<file path="src/rtl/timer.sv">
// timer: free-running 24-hour HH:MM:SS clock driving a 6-digit, time-multiplexed,
// common-anode seven-segment display (active-low segments and digit strobes).
// Optional feature: define TIMER_DP_BLINK_EN to blink the decimal points that
// separate HH.MM.SS (lit on strobe indices 2 and 4 while the seconds are even).

`define NUMBER_0 8'hC0
`define NUMBER_1 8'hF9
`define NUMBER_2 8'hA4
`define NUMBER_3 8'hB0
`define NUMBER_4 8'h99
`define NUMBER_5 8'h92
`define NUMBER_6 8'h82
`define NUMBER_7 8'hF8
`define NUMBER_8 8'h80
`define NUMBER_9 8'h90

module timer #(
    parameter int unsigned CLK_DIV  = 1024,
    parameter int unsigned SCAN_DIV = 32
) (
    input  logic       clk,
    input  logic       rst,
    output logic [7:0] number,
    output logic [5:0] digit_block
);

    // Counter widths; a divider of 1 still needs a 1-bit register that stays at 0.
    localparam int unsigned PW = (CLK_DIV > 1) ? $clog2(CLK_DIV) : 1;
    localparam int unsigned SW = (SCAN_DIV > 1) ? $clog2(SCAN_DIV) : 1;
    localparam logic [PW-1:0] PRESC_MAX = PW'(CLK_DIV - 1);
    localparam logic [SW-1:0] SCAN_MAX  = SW'(SCAN_DIV - 1);

    logic [PW-1:0] presc;
    logic [SW-1:0] scan_cnt;
    logic [2:0]    scan_idx;
    logic [5:0]    sec;
    logic [5:0]    min;
    logic [4:0]    hour;
    logic          tick;
    logic          advance;
    logic [3:0]    digit;
    logic [7:0]    seg;

    assign tick    = (presc == PRESC_MAX);
    assign advance = (scan_cnt == SCAN_MAX);

    // One-second prescaler: wraps on the same edge that bumps the time.
    always_ff @(posedge clk or posedge rst) begin
        if (rst) begin
            presc <= '0;
        end else if (tick) begin
            presc <= '0;
        end else begin
            presc <= presc + PW'(1);
        end
    end

    // Time-of-day counters with seconds -> minutes -> hours carry chain.
    // The >= compares make any out-of-range value fall back to 0 on the next tick.
    always_ff @(posedge clk or posedge rst) begin
        if (rst) begin
            sec  <= '0;
            min  <= '0;
            hour <= '0;
        end else if (tick) begin
            if (sec >= 6'd59) begin
                sec <= '0;
                if (min >= 6'd59) begin
                    min <= '0;
                    if (hour >= 5'd23) begin
                        hour <= '0;
                    end else begin
                        hour <= hour + 5'd1;
                    end
                end else begin
                    min <= min + 6'd1;
                end
            end else begin
                sec <= sec + 6'd1;
            end
        end
    end

    // Digit scan: dwell SCAN_DIV cycles per digit, then rotate the strobe index 0..5.
    always_ff @(posedge clk or posedge rst) begin
        if (rst) begin
            scan_cnt <= '0;
            scan_idx <= '0;
        end else if (advance) begin
            scan_cnt <= '0;
            scan_idx <= (scan_idx >= 3'd5) ? 3'd0 : scan_idx + 3'd1;
        end else begin
            scan_cnt <= scan_cnt + SW'(1);
        end
    end

    // Select the BCD digit and strobe for the current scan index.
    // Unused index codes still drive a single strobe so the display never goes dark.
    always_comb begin
        digit       = 4'd0;
        digit_block = 6'b111110;
        case (scan_idx)
            3'd0: begin
                digit       = 4'(sec % 6'd10);
                digit_block = 6'b111110;
            end
            3'd1: begin
                digit       = 4'(sec / 6'd10);
                digit_block = 6'b111101;
            end
            3'd2: begin
                digit       = 4'(min % 6'd10);
                digit_block = 6'b111011;
            end
            3'd3: begin
                digit       = 4'(min / 6'd10);
                digit_block = 6'b110111;
            end
            3'd4: begin
                digit       = 4'(hour % 5'd10);
                digit_block = 6'b101111;
            end
            3'd5: begin
                digit       = 4'(hour / 5'd10);
                digit_block = 6'b011111;
            end
            default: begin
                digit       = 4'd0;
                digit_block = 6'b111110;
            end
        endcase
    end

    // Seven-segment decode; dp stays off unless the blink option lights it.
    always_comb begin
        case (digit)
            4'd0:    seg = `NUMBER_0;
            4'd1:    seg = `NUMBER_1;
            4'd2:    seg = `NUMBER_2;
            4'd3:    seg = `NUMBER_3;
            4'd4:    seg = `NUMBER_4;
            4'd5:    seg = `NUMBER_5;
            4'd6:    seg = `NUMBER_6;
            4'd7:    seg = `NUMBER_7;
            4'd8:    seg = `NUMBER_8;
            4'd9:    seg = `NUMBER_9;
            default: seg = `NUMBER_0;
        endcase
        number = seg;
`ifdef TIMER_DP_BLINK_EN
        // Separator dots after the minutes and hours digits, lit on even seconds.
        if ((scan_idx == 3'd2 || scan_idx == 3'd4) && !sec[0]) begin
            number = {1'b0, seg[6:0]};
        end
`endif
    end

endmodule

</file>
<file path="config.mk">
export PLATFORM = sky130hd
export DESIGN_NAME = timer
export DESIGN_NICKNAME = d
export VERILOG_FILES = /design/src/rtl/timer.sv
export SDC_FILE = /design/constraint.sdc
export NUM_CORES = 1
export LEC_CHECK = 0
export ABC_CLOCK_PERIOD_IN_PS = 3900
export BUFFER_PORTS_ARGS = -buffer_cell sky130_fd_sc_hd__buf_4
export CORE_UTILIZATION = 40
export CTS_CLUSTER_SIZE = 25
export DETAILED_ROUTE_END_ITERATION = 10
export SLEW_MARGIN = 20
export SYNTH_ARGS = -nofsm -noshare
export SYNTH_HDL_FRONTEND = slang
export SYNTH_SLANG_ARGS = --single-unit
</file>
<file path="constraint.sdc">
create_clock -name clk -period 3.9 [get_ports clk]
set_clock_uncertainty 0.05 [all_clocks]
set_input_delay 0.195 -clock clk [delete_from_list [all_inputs] [get_ports clk]]
set_output_delay 0.195 -clock clk [all_outputs]
set_load 0.05 [all_outputs]
</file>
# Yosys cells after proc, flatten, opt, wreduce, memory -nomap -nowiden
# Memory sizes are Yosys's and may differ from the RTL's.
# Cells that the tools add are included.
[op_classes] add_sub_neg=6 div=6 magnitude_cmp=4 eq_ne=7 n_mux=8 n_reduce_logical=3
[op_table] op="$pmux 6 s5" n=1
[op_table] op="$pmux 4 s6" n=1
[op_table] op="$add 6x1->6 const B" n=2
[op_table] op="$div 6x4->6 const B" n=2
[op_table] op="$ge 6x6->1 const B" n=2
[op_table] op="$mod 6x4->6 const B" n=2
[op_table] op="$mux 6" n=2
[op_table] op="$add 10x1->10 const B" n=1
[op_table] op="$add 5x1->5 const B" n=2
[op_table] op="$eq 10x10->1 const B" n=1
[op_table] op="$mux 10" n=1
[op_table] op="$mux 5" n=2
[op_table] op="$eq 3x2->1 const B" n=2
[op_table] op="$eq 3x3->1 const B" n=2
[op_table] op="$div 5x4->5 const B" n=1
[op_table] op="$eq 5x5->1 const B" n=1
[op_table] op="$ge 5x5->1 const B" n=1
[op_table] op="$mod 5x4->5 const B" n=1
[op_table] op="$add 3x1->3 const B" n=1
[op_table] op="$eq 3x1->1 const B" n=1
[op_table] op="$ge 3x3->1 const B" n=1
[op_table] op="$logic_not 3->1" n=1
[op_table] op="$mux 3" n=1
[op_table] op="$reduce_and 3->1" n=1
[op_table] op="$reduce_and 2->1" n=1
[word_totals] register_bits=35 mem_bits_ro=112 input_bits=2 output_inout_bits=14 word_cells=41 mem_count=1
[mem_list] memory="(name not given)" depth=16 width=7 rd=1 rd_clocked_by_memory_dff=0 write_ports=0 line="136" rtl="case (digit)"

# Depth between registers and ports, before layout
# An unclocked memory read counts as a cell.
[depth] depth_word=3 mapped_depth=16

# Worst setup path after synthesis
# Ideal clock, no wire load.
[synth_path] kind="reg2out" from="register scan_idx[1]" to="output number[4]" t_arrival_ns=4.267 path_slack_ns=-0.612 path_stages_with_launch=16 n_path_buf=1 cell_sequence="dfrtp_1 inv_1 ha_1 buf_2 mux2_4 o221a_2 inv_1 ha_1 and4_1 o31a_1 a211oi_2 o211a_1 ha_1 nor2_1 a211o_1 o21ai_0"
[synth_between] elab_chain_cells=3 word_cells_on_any_way=8 cone_classes="5 x eq/ne; 1 x mux; 1 x reduce/logical; 1 x memory"
[synth_lines] element="from (decl)" line="35" rtl="logic [2:0] scan_idx;"
[synth_lines] element="from (signal assigned)" line="91" rtl="scan_idx <= (scan_idx >= 3'd5) ? 3'd0 : scan_idx + 3'd1;"
[synth_lines] element="$eq 3x3->1, or another cell as far along" line="102" rtl="case (scan_idx)"
[synth_lines] element="$pmux 4 s6 *" line="102"
[synth_lines] element="$mem_v2 16x7 *"
[synth_lines] element="to (decl)" line="23" rtl="output logic [7:0] number,"
# Mark *: on every way between the ends. The rest lies on a longest branch, timed or not.

# Worst setup path after layout
[layout_path] from="register scan_idx[1]" to="output number[5]"
# Same word-level chain as after synthesis.

==> summary.md <==
| Metric | Value |
|---|---|
| VDD IR max | 0.179 mV |
| Final WL | 6420 um |
| Root Driver | clkbuf_8 |
| Most common cell after layout, fill and taps aside | nand2_1 |
| Synth Area in Compound Gates | 23.5% |
| Fmax | 0.265 GHz |
| Crit start category | flop |
| Top cells by area, synth | dfrtp_1, ha_1, o21ai_0, nand2_1, nor2_1 |
| H-tree depth | 2 |
| Area grow syn2layout | 22.0% |
| XOR/XNOR Fraction of Synth Area | 3.13% |
| Hold Fails Final Rpt | 0 |
| GRT Residual Overflow | 0 |
| Dpl hpwl | 4620 um |
| Syn Inst Count | 337 |
| Area of the mapped netlist | 2800 um^2 |
| Main combinational cell family by area after synthesis | simple AND/OR/NAND/NOR gates |
| Ys Warns | 0 |
| Row cnt | 30 |
| Post-layout minimum cycle time | 3.77 ns |
| NumNets Final | 385 |
| Post-synth EDFFs | 0 |
| CTS tree | built |
| Die X-Extent | 85.6 um |
| Multiplexer share of the synthesized area | 3.22% |
| Adder-cell share of the synthesized area | 9.21% |
| Worst-Skew Late Latency | 0.29 ns |
| Slew Limit Fails | 0 |
| Arr. time, crit path | 3.53 ns |
| Average size of a mapped cell | 8.30 um^2 |
| Type of the tightest min-delay check | flop to flop |
| Layout cells sized above 1 | 24.2% |
| Critical Setup Path Class | flop to output pin |
| Seq cells post-synth | 35 |
| CP endpoint kind | output pin |
| Antenna Nets Post-Route | 0 |
| Inst Count DP | 429 |
| Yosys top cell area share | 31.3% |
| Avg WL per Cell | 14.5 um |
| Power Density | 202 nW/um^2 |
| Clk buf depth | 2 |
| Finished Layout Cells | 444 |
| Most frequent cells in the layout | nand2_1, dfrtp_1, nor2_1 |
| Async SR Flop Fraction | 100% |
| P_leak | 1.45 nW |
| Final WS setup | 0.126 ns |
| Largest net degree at the start of global routing | 36 |
| DR pass1 iterations | 4 |
| Clock-pin slew on the worst setup and hold paths | 0.07 ns |
| Final setup violation count | 0 |
| Critical Path RT | 3.65 ns |
| Initial DRC Count | 86 |
| Cell taking the most area after synthesis | dfrtp_1 |
| Post-placement cell area | 3050 um^2 |
| Via Count | 2532 |
| Dpl ws | 0.0528 ns |
| Crit path max fanout | 6 |
| Slew headroom | 52.7% |
| Simple-gate portion of the synthesized area | 25.0% |
| GRT Total Usage | 17.9% |
| Fin area | 3410 um^2 |
| Max-cap violations | 0 |
| Routability cong. | 0.843 |
| Core area | 6760 um^2 |
| Tightest Pin Transition | 0.704 ns |
| Synth Flop Type | dfrtp_1 |
| Starting Density | 41.4% |
| Final worst-path cycle share | 96.8% |
| Area of the die | 7330 um^2 |
| First-pass GRT wire length | 10800 um |
| N_diodes | 0 |
| CTS buffer count | 5 |
| Run status | finished clean |
| Post-detailed-route via-to-cell ratio | 5.70 |
| I/O pins | 16 |
| # DRC | 0 |
| Clock sinks | 35 |
| Sequential share of the synthesized area | 31.3% |
| TNS Setup | 0 ns |
| Initial antenna violation count | 0 |
| Synth cell types | 67 |
| Die Height | 85.6 um |
| Post-Syn Nets | 358 |
| Vias in the first global route | 2359 |
| Port-buffer cells | 14 |
path summary, 6_finish.rpt:
path	startpoint	to	slack (ns)	depth (start not counted)
max	scan_idx[1]	number[5]	0.13	13
min reg2reg	scan_cnt[0]	scan_cnt[0]	0.42	1
min in group asynchronous	rst	presc[8]	0.51	4
max in group asynchronous	rst	scan_idx[2]	2.94	4
max reg2reg	presc[0]	hour[2]	1.30	8
min	scan_cnt[0]	scan_cnt[0]	0.42	1
synthesized netlist by cell type (all sizes together) (3+ instances only):
| cell type | n |
|---|---|
| nand2 | 37 |
| dfrtp | 35 |
| nor2 | 33 |
| o21ai | 32 |
| nand3 | 20 |
| ha | 19 |
| a21oi | 14 |
| inv | 14 |
| and3 | 9 |
| clkbuf | 9 |
| and2 | 6 |
| buf | 6 |
| mux2i | 6 |
| o211ai | 6 |
| xor2 | 6 |
| nand4 | 5 |
| nor3 | 5 |
| nand3b | 4 |
| o211a | 4 |
| o21a | 4 |
| o31ai | 4 |
| or3b | 4 |
| xnor2 | 4 |
| and4 | 3 |
| nand2b | 3 |
| nor2b | 3 |
where the power goes:
group          switching (W)  internal, W  total (W)
registers                  0     0.000363   0.000363
logic             0.00000928   0.00000202  0.0000113
clock network       0.000128     0.000187   0.000314
total               0.000137     0.000551   0.000689
critical path, stage by stage, from the launching register on:
cell     delay [ns]
dfrtp_2        0.43
inv_4          0.06
ha_4           0.16
mux2_4         0.30
o211a_4        0.29
inv_8          0.06
ha_4           0.21
o31ai_2        0.31
o22ai_2        0.15
o211a_1        0.30
ha_1           0.22
or3_1          0.41
a21oi_4        0.12
buf_4          0.20
layout make-up:
cell class	count	area [um^2]
inverter	14	67.6
clock buffer	5	68.8
timing repair buffer	35	284
sequential	35	878
tap	80	100
clock inverter	2	37.5
multi-input combinational	273	1980
fill	628	3340
metrics by stage:
step	power (W)	utilization, %	hold slack (ns)
2_1_floorplan	0.000378	-	0.299
3_3_place_gp	0.000381	45.1	0.280
3_5_place_dp	0.000381	45.1	0.282
4_1_cts	0.000706	47.4	0.419
5_1_grt	0.000718	50.5	0.437
6_report	0.000689	50.5	0.417
cell families after synthesis:
kind of cell / after synthesis
AOI/OAI and AO/OA: 93
xor gates and xnor gates: 10
adders and majority gates: 21
buffers and inverters: 29
DFF: 35
muxes: 8
other: 1
and+or+nand+nor: 140
per-layer routing:
metal	part of all wire [%]	GRT usage, %
met2	47	29.5
met1	50	24.7
met4	0.37	5.76
met3	2.3	2.12
met5	0	0
sequential cells by signal, summed over array words and instances, names as in the netlist:
register / count
sec: 6
min: 6
presc: 10
scan_idx: 3
scan_cnt: 5
hour: 5
repair_timing:
action | in CTS | in global routing
endpoints found under the setup margin | 6 | 6
pin swaps | 1 | 12
hold buffers | 1 | 0
setup buffers | 1 | 6
resized for setup | 8 | 40
hold endpoints to repair | 35 | 0
cloned | 0 | 0
Power figures use the tool's default switching activity.
